==> config.mk <==
export PLATFORM = sky130hd
export DESIGN_NAME = coeff_token_ctrl_flat
export DESIGN_NICKNAME = d
export VERILOG_FILES = /design/src/rtl/cavlc_pkg.sv /design/src/rtl/coeff_token_ctrl_if.sv /design/src/rtl/coeff_token_flc.sv /design/src/rtl/coeff_token_ctrl.sv /design/src/flat_wrapper.sv
export SDC_FILE = /design/constraint.sdc
export NUM_CORES = 1
export LEC_CHECK = 0
export CAP_MARGIN = 20
export CELL_PAD_IN_SITES_DETAIL_PLACEMENT = 1
export CELL_PAD_IN_SITES_GLOBAL_PLACEMENT = 1
export CORE_MARGIN = 3
export CORE_UTILIZATION = 36
export CTS_BUF_LIST = sky130_fd_sc_hd__clkbuf_4 sky130_fd_sc_hd__clkbuf_8
export CTS_CLUSTER_DIAMETER = 60
export DETAILED_ROUTE_END_ITERATION = 16
export PLACE_DENSITY_LB_ADDON = 0.1
export SYNTH_ARGS = -nofsm -noshare
export SYNTH_HDL_FRONTEND = slang
export SYNTH_HIERARCHICAL = 1
export SYNTH_SLANG_ARGS = --single-unit
==> constraint.sdc <==
create_clock -name clk -period 4.4 [get_ports clk]
set_input_delay 0.66 -clock clk [delete_from_list [all_inputs] [get_ports clk]]
set_output_delay 0.66 -clock clk [all_outputs]
set_load 0.01 [all_outputs]
==> src/rtl/cavlc_pkg.sv <==
// cavlc_pkg: shared types and constants for the coeff_token decode controller
package cavlc_pkg;
  typedef enum logic [2:0] {IDLE, WAIT_BITS, LOOKUP, SHIFT, DONE} state_t;
  typedef enum logic [1:0] {SEL_NC01 = 2'd0, SEL_NC23 = 2'd1, SEL_NC47 = 2'd2, SEL_FLC = 2'd3} rom_sel_t;
  localparam logic [4:0] ERR_TC_DEF = 5'd31;
  localparam int FLC_BITS_DEF = 6;
  localparam logic [5:0] FLC_ESC = 6'b000011;
  function automatic rom_sel_t sel_from_nc(input logic [4:0] nc);
    return nc < 5'd2 ? SEL_NC01 : nc < 5'd4 ? SEL_NC23 : nc < 5'd8 ? SEL_NC47 : SEL_FLC;
  endfunction
endpackage

==> src/rtl/coeff_token_ctrl_if.sv <==
// coeff_token_ctrl_if: request, bitstream window, ROM lookup, shifter handshake and result bundle.
// master drives start/nc/bit_window/window_valid, the ROM results and shift_ack;
// slave (the controller) drives rom_sel/rom_addr, shift_req/shift_amt, busy/done/error and the result.
interface coeff_token_ctrl_if;
  logic start;
  logic [4:0] nc;
  logic [15:0] bit_window;
  logic window_valid;
  logic [1:0] rom_sel;
  logic [15:0] rom_addr;
  logic [4:0] rom_total_coeff;
  logic [1:0] rom_trailing_ones;
  logic [4:0] rom_num_shift;
  logic shift_req;
  logic [4:0] shift_amt;
  logic shift_ack;
  logic busy;
  logic done;
  logic error;
  logic [4:0] total_coeff;
  logic [1:0] trailing_ones;
  modport master (
    output start, nc, bit_window, window_valid, rom_total_coeff, rom_trailing_ones, rom_num_shift, shift_ack,
    input rom_sel, rom_addr, shift_req, shift_amt, busy, done, error, total_coeff, trailing_ones
  );
  modport slave (
    input start, nc, bit_window, window_valid, rom_total_coeff, rom_trailing_ones, rom_num_shift, shift_ack,
    output rom_sel, rom_addr, shift_req, shift_amt, busy, done, error, total_coeff, trailing_ones
  );
endinterface

==> src/rtl/coeff_token_flc.sv <==
// coeff_token_flc: 6-bit fixed-length coeff_token decode (xxxxyy) used when nC >= 8.
// code in; total_coeff, trailing_ones and invalid (trailing ones exceed total) out.
module coeff_token_flc
  import cavlc_pkg::*;
(
  input  logic [5:0] code,
  output logic [4:0] total_coeff,
  output logic [1:0] trailing_ones,
  output logic       invalid
);
  logic esc;
  assign esc = code == FLC_ESC;
  assign total_coeff = esc ? 5'd0 : {1'b0, code[5:2]} + 5'd1;
  assign trailing_ones = esc ? 2'd0 : code[1:0];
  assign invalid = !esc && ({3'b000, code[1:0]} > total_coeff);
endmodule

==> src/rtl/coeff_token_ctrl.sv <==
// coeff_token_ctrl: sequences one coeff_token decode (table select, ROM/FLC lookup, bit consume).
// clk, rst_n (async active-low); bus is the slave side of coeff_token_ctrl_if.
module coeff_token_ctrl
  import cavlc_pkg::*;
#(
  parameter logic [4:0] ERR_TC = ERR_TC_DEF,
  parameter int FLC_BITS = FLC_BITS_DEF
) (
  input logic clk,
  input logic rst_n,
  coeff_token_ctrl_if.slave bus
);
  state_t state;
  logic [4:0] flc_tc;
  logic [1:0] flc_t1;
  logic flc_inv;
  logic flc_sel;
  logic [4:0] lk_tc;
  logic [1:0] lk_t1;
  logic [4:0] lk_amt;
  logic lk_bad;
  coeff_token_flc u_flc (
    .code(bus.rom_addr[15:10]),
    .total_coeff(flc_tc),
    .trailing_ones(flc_t1),
    .invalid(flc_inv)
  );
  always_comb begin
    flc_sel = bus.rom_sel == SEL_FLC;
    lk_tc = flc_sel ? flc_tc : bus.rom_total_coeff;
    lk_t1 = flc_sel ? flc_t1 : bus.rom_trailing_ones;
    lk_amt = flc_sel ? 5'(FLC_BITS) : bus.rom_num_shift;
    lk_bad = flc_sel ? flc_inv : (bus.rom_total_coeff == ERR_TC || bus.rom_num_shift == 5'd0);
  end
  always_ff @(posedge clk or negedge rst_n) begin
    if (!rst_n) begin
      state <= IDLE;
      bus.rom_sel <= 2'd0;
      bus.rom_addr <= 16'd0;
      bus.shift_req <= 1'b0;
      bus.shift_amt <= 5'd0;
      bus.busy <= 1'b0;
      bus.done <= 1'b0;
      bus.error <= 1'b0;
      bus.total_coeff <= 5'd0;
      bus.trailing_ones <= 2'd0;
    end else begin
      bus.done <= 1'b0;
      bus.error <= 1'b0;
      case (state)
        IDLE: if (bus.start) begin
          bus.rom_sel <= sel_from_nc(bus.nc);
          bus.busy <= 1'b1;
          state <= WAIT_BITS;
        end
        WAIT_BITS: if (bus.window_valid) begin
          bus.rom_addr <= bus.bit_window;
          state <= LOOKUP;
        end
        LOOKUP: if (lk_bad) begin
          bus.error <= 1'b1;
          bus.busy <= 1'b0;
          state <= IDLE;
        end else begin
          bus.total_coeff <= lk_tc;
          bus.trailing_ones <= lk_t1;
          bus.shift_amt <= lk_amt;
          bus.shift_req <= 1'b1;
          state <= SHIFT;
        end
        SHIFT: if (bus.shift_ack) begin
          bus.shift_req <= 1'b0;
          bus.done <= 1'b1;
          state <= DONE;
        end
        DONE: begin
          bus.busy <= 1'b0;
          state <= IDLE;
        end
        default: state <= IDLE;
      endcase
    end
  end
endmodule

==> src/flat_wrapper.sv <==
// flat-port wrapper written by rule: the top's interface ports become plain ports
module coeff_token_ctrl_flat import cavlc_pkg::*;
#(
  parameter logic [4:0] ERR_TC = ERR_TC_DEF,
  parameter int FLC_BITS = FLC_BITS_DEF
)
  (clk, rst_n, bus_start, bus_nc, bus_bit_window, bus_window_valid, bus_rom_total_coeff, bus_rom_trailing_ones, bus_rom_num_shift, bus_shift_ack, bus_rom_sel, bus_rom_addr, bus_shift_req, bus_shift_amt, bus_busy, bus_done, bus_error, bus_total_coeff, bus_trailing_ones);
  coeff_token_ctrl_if bus_i ();
  input logic clk;
  input logic rst_n;
  input wire logic [$bits(bus_i.start)-1:0] bus_start;
  input wire logic [$bits(bus_i.nc)-1:0] bus_nc;
  input wire logic [$bits(bus_i.bit_window)-1:0] bus_bit_window;
  input wire logic [$bits(bus_i.window_valid)-1:0] bus_window_valid;
  input wire logic [$bits(bus_i.rom_total_coeff)-1:0] bus_rom_total_coeff;
  input wire logic [$bits(bus_i.rom_trailing_ones)-1:0] bus_rom_trailing_ones;
  input wire logic [$bits(bus_i.rom_num_shift)-1:0] bus_rom_num_shift;
  input wire logic [$bits(bus_i.shift_ack)-1:0] bus_shift_ack;
  output wire logic [$bits(bus_i.rom_sel)-1:0] bus_rom_sel;
  output wire logic [$bits(bus_i.rom_addr)-1:0] bus_rom_addr;
  output wire logic [$bits(bus_i.shift_req)-1:0] bus_shift_req;
  output wire logic [$bits(bus_i.shift_amt)-1:0] bus_shift_amt;
  output wire logic [$bits(bus_i.busy)-1:0] bus_busy;
  output wire logic [$bits(bus_i.done)-1:0] bus_done;
  output wire logic [$bits(bus_i.error)-1:0] bus_error;
  output wire logic [$bits(bus_i.total_coeff)-1:0] bus_total_coeff;
  output wire logic [$bits(bus_i.trailing_ones)-1:0] bus_trailing_ones;
  assign bus_i.start = bus_start;
  assign bus_i.nc = bus_nc;
  assign bus_i.bit_window = bus_bit_window;
  assign bus_i.window_valid = bus_window_valid;
  assign bus_i.rom_total_coeff = bus_rom_total_coeff;
  assign bus_i.rom_trailing_ones = bus_rom_trailing_ones;
  assign bus_i.rom_num_shift = bus_rom_num_shift;
  assign bus_i.shift_ack = bus_shift_ack;
  assign bus_rom_sel = bus_i.rom_sel;
  assign bus_rom_addr = bus_i.rom_addr;
  assign bus_shift_req = bus_i.shift_req;
  assign bus_shift_amt = bus_i.shift_amt;
  assign bus_busy = bus_i.busy;
  assign bus_done = bus_i.done;
  assign bus_error = bus_i.error;
  assign bus_total_coeff = bus_i.total_coeff;
  assign bus_trailing_ones = bus_i.trailing_ones;
  coeff_token_ctrl #(.ERR_TC(ERR_TC), .FLC_BITS(FLC_BITS)) u_core (.clk(clk), .rst_n(rst_n), .bus(bus_i));
endmodule
==> metrics.txt <==
status=finished, final reports clean; Layout fillers=479; clock share of power=17.4%; Root Buffer=clkbuf_8; Reg2Reg Setup Slack=0.66 ns; number of synthesized flops with an enable pin=0; Syn. warnings=6; P_leak=0.00111 µW; period utilization=85.0%; # hold bufs at CTS=0; clk_lat worst skew=0.29 ns; first-pass GRT wire length=7870 µm; Starting DRT DRC Count=26; Logic pwr share=50.4%; Wirelength per Cell=16.6 µm; top post-synthesis cells by area=dfrtp_1, mux2_2, ha_1; Worst Setup Slack, final=0.659 ns; Setup violations, final=0; Yosys reg bits=37; synthesized cell area=1760 µm²; Core Footprint=4530 µm²; NetSw=675 µW; top post-synthesis cells by count=dfrtp_1, mux2_2, nor2_1; register area share after synthesis=52.5%; top-area cell type share of the netlist area=52.5%; initial antenna violation count=0; Peak Freq=0.267 GHz; Yosys cell types=32; vias in the first global route=1592; CP Launch Type=register; endpoint type of the worst setup path=register; DP Worst Slack=0.717 ns; gr ovfl total=0; Clock Pin Slew Worst Setup and Hold Paths=0.07 ns; # diodes=0; met3 Usage GRT=5.67%; Worst-Margin Slew=0.851 ns; drt first pass iters=4; met1 Resource Use GR=17.5%; P_int=1310 µW; routability cong.=0.716; maxcap violations=0; # Post-CTS Setup Buffers=0; Peak VDD IR=0.316 mV; fin. max-slew vios=0; switching part of the total=34.0%; cell count after synthesis=150; largest net degree at the start of global routing=38; Layout Area Growth over Synthesis=50.2%; vias=1396; RSZ-0062 raised after global routing=no; met2 usage=32.4%; sequential power share=32.2%; Layout Utilization=58.4%; prevailing post-synth register cell=dfrtp_1; Power Dens Cells=749 nW/µm²; Initial Util=38.9%; CTS tree=done; worst r2r src=u_core/bus.rom_addr[12]; input/output buffers=70; Post-DRT Antenna Nets=0; WP data required=4.57 ns; Fin. Hold Viols=0; PostCTS Resize Cnt=0; die area=5780 µm²; I/O pin total=72; syn_area_per_cell=11.8 µm²; Vert. Die Dim=76.0 µm; num rows=24; Residual DRC=0; Register-to-Register Path Depth=14; CTS buffer count=5; Fin Setup TNS=0 ns; Die X-Extent=76.0 µm; top cell type by total area after synthesis=dfrtp_1; clk buf depth=2; grt peak-use layer=met2; post-detail-place hpwl=3530 µm; Slew Limit Headroom=43.3%; gr usage total=17.1%; synthesized net count=192; htree depth=2; clock skew=0.00318 ns; crit path max fanout=16; routed vias/inst=4.90; most frequent cell after synthesis=dfrtp_1; critical path class=register to register; min Tclk post-route=3.74 ns; nets=261; share of async-settable or async-resettable flops after synthesis=100%; r2r endpoint=u_core/bus.total_coeff[0]; CTS sink count=37; Hold Crit Class=input port to asynchronous set/reset pin; WL final=4740 µm; crit path DAT=3.91 ns; share of layout cells above drive strength 1=20.5%
-- worst max path at each step --
stage | from | to | slack, ns
after floorplan | u_core/bus.rom_addr[12] | u_core/bus.shift_amt[1] | 1.45
after global placement | u_core/bus.rom_addr[12] | u_core/bus.total_coeff[0] | 0.93
after detailed placement | u_core/bus.rom_addr[12] | u_core/bus.total_coeff[1] | 0.72
after CTS | u_core/bus.rom_addr[12] | u_core/bus.total_coeff[0] | 0.61
after global routing | u_core/bus.rom_addr[12] | u_core/bus.total_coeff[0] | 0.35
final | u_core/bus.rom_addr[12] | u_core/bus.total_coeff[0] | 0.66
-- layer usage --
metal | wire length, µm | share of wire, %
met3 | 247 | 5.2
met1 | 1770 | 37
met5 | 0 | 0
met4 | 59 | 1.2
met2 | 2660 | 56
-- critical path: stages, from the launching register on --
cell and delay (ns):
dfrtp_1 0.45, inv_1 0.10, ha_1 0.15, nand3_1 0.10, nor3_1 0.49, nor2_1 0.14
ha_1 0.31, nand2_1 0.07, nand2_1 0.04, or4_1 0.39, nor2_1 0.13, nand3_1 0.11
o21ai_2 0.14, or3_1 0.58, mux2_2 0.41
-- kinds of logic after synthesis --
family,after synthesis,share of synthesized area (%)
xor gates and xnor gates,3,1.49
DFF,37,52.5
and+or+nand+nor,37,10.9
adders and majority gates,4,2.84
muxes,32,20.8
AOI/OAI and AO/OA,21,7.16
buffers and inverters,16,4.40
-- power groups by stage --
stage	logic [µW]	registers [µW]	clock network (µW)
after floorplan	522	674	0
after global placement	960	633	0
after detailed placement	997	648	0
after CTS	1010	642	357
after global routing	1100	667	372
final	1000	640	345
-- placed cells by master (no fill, tap or decap), types with 2 or more instances in the layout --
cell and count:
o31ai_1 4, mux2_4 2, nand2_1 8, nand3_1 2
dfrtp_1 37, clkbuf_8 5, clkdlybuf4s50_1 69, ha_1 4
mux2_2 29, o21ai_0 5, nor2_1 12, xnor2_1 3
a21oi_1 8, inv_1 7, bufinv_16 2, nor3_1 3
nor3b_1 2, or4_1 2
-- cell type report --
class                   count  area (µm²)  area share [%]
clock buffers               5        68.8            2.60
clock inverters             3        65.1            2.46
inverters                   7        26.3           0.992
multi-input cells          97         776            29.3
flip-flops and latches     37         926            34.9
well taps                  65        81.3            3.07
repair buffers             71         707            26.7
-- per-stage QoR --
step / hold WS (ns) / cell area, µm² / instances / total power (µW)
6_report: 0.476 / 2650 / 285 / 1990
2_1_floorplan: 0.364 / 1760 / 150 / 1200
3_3_place_gp: 0.483 / 2500 / 276 / 1590
3_5_place_dp: 0.495 / 2500 / 276 / 1640
5_1_grt: 0.523 / 2650 / 285 / 2140
4_1_cts: 0.490 / 2640 / 284 / 2010
-- flip-flops by register name (all words and copies together), names as in the netlist --
signal                    cells
u_core/bus.shift_req          1
u_core/bus.shift_amt          5
u_core/state                  3
u_core/bus.busy               1
u_core/bus.done               1
u_core/bus.trailing_ones      2
u_core/bus.rom_sel            2
u_core/bus.total_coeff        5
u_core/bus.error              1
u_core/bus.rom_addr          16
Power figures use the tool's default switching activity.
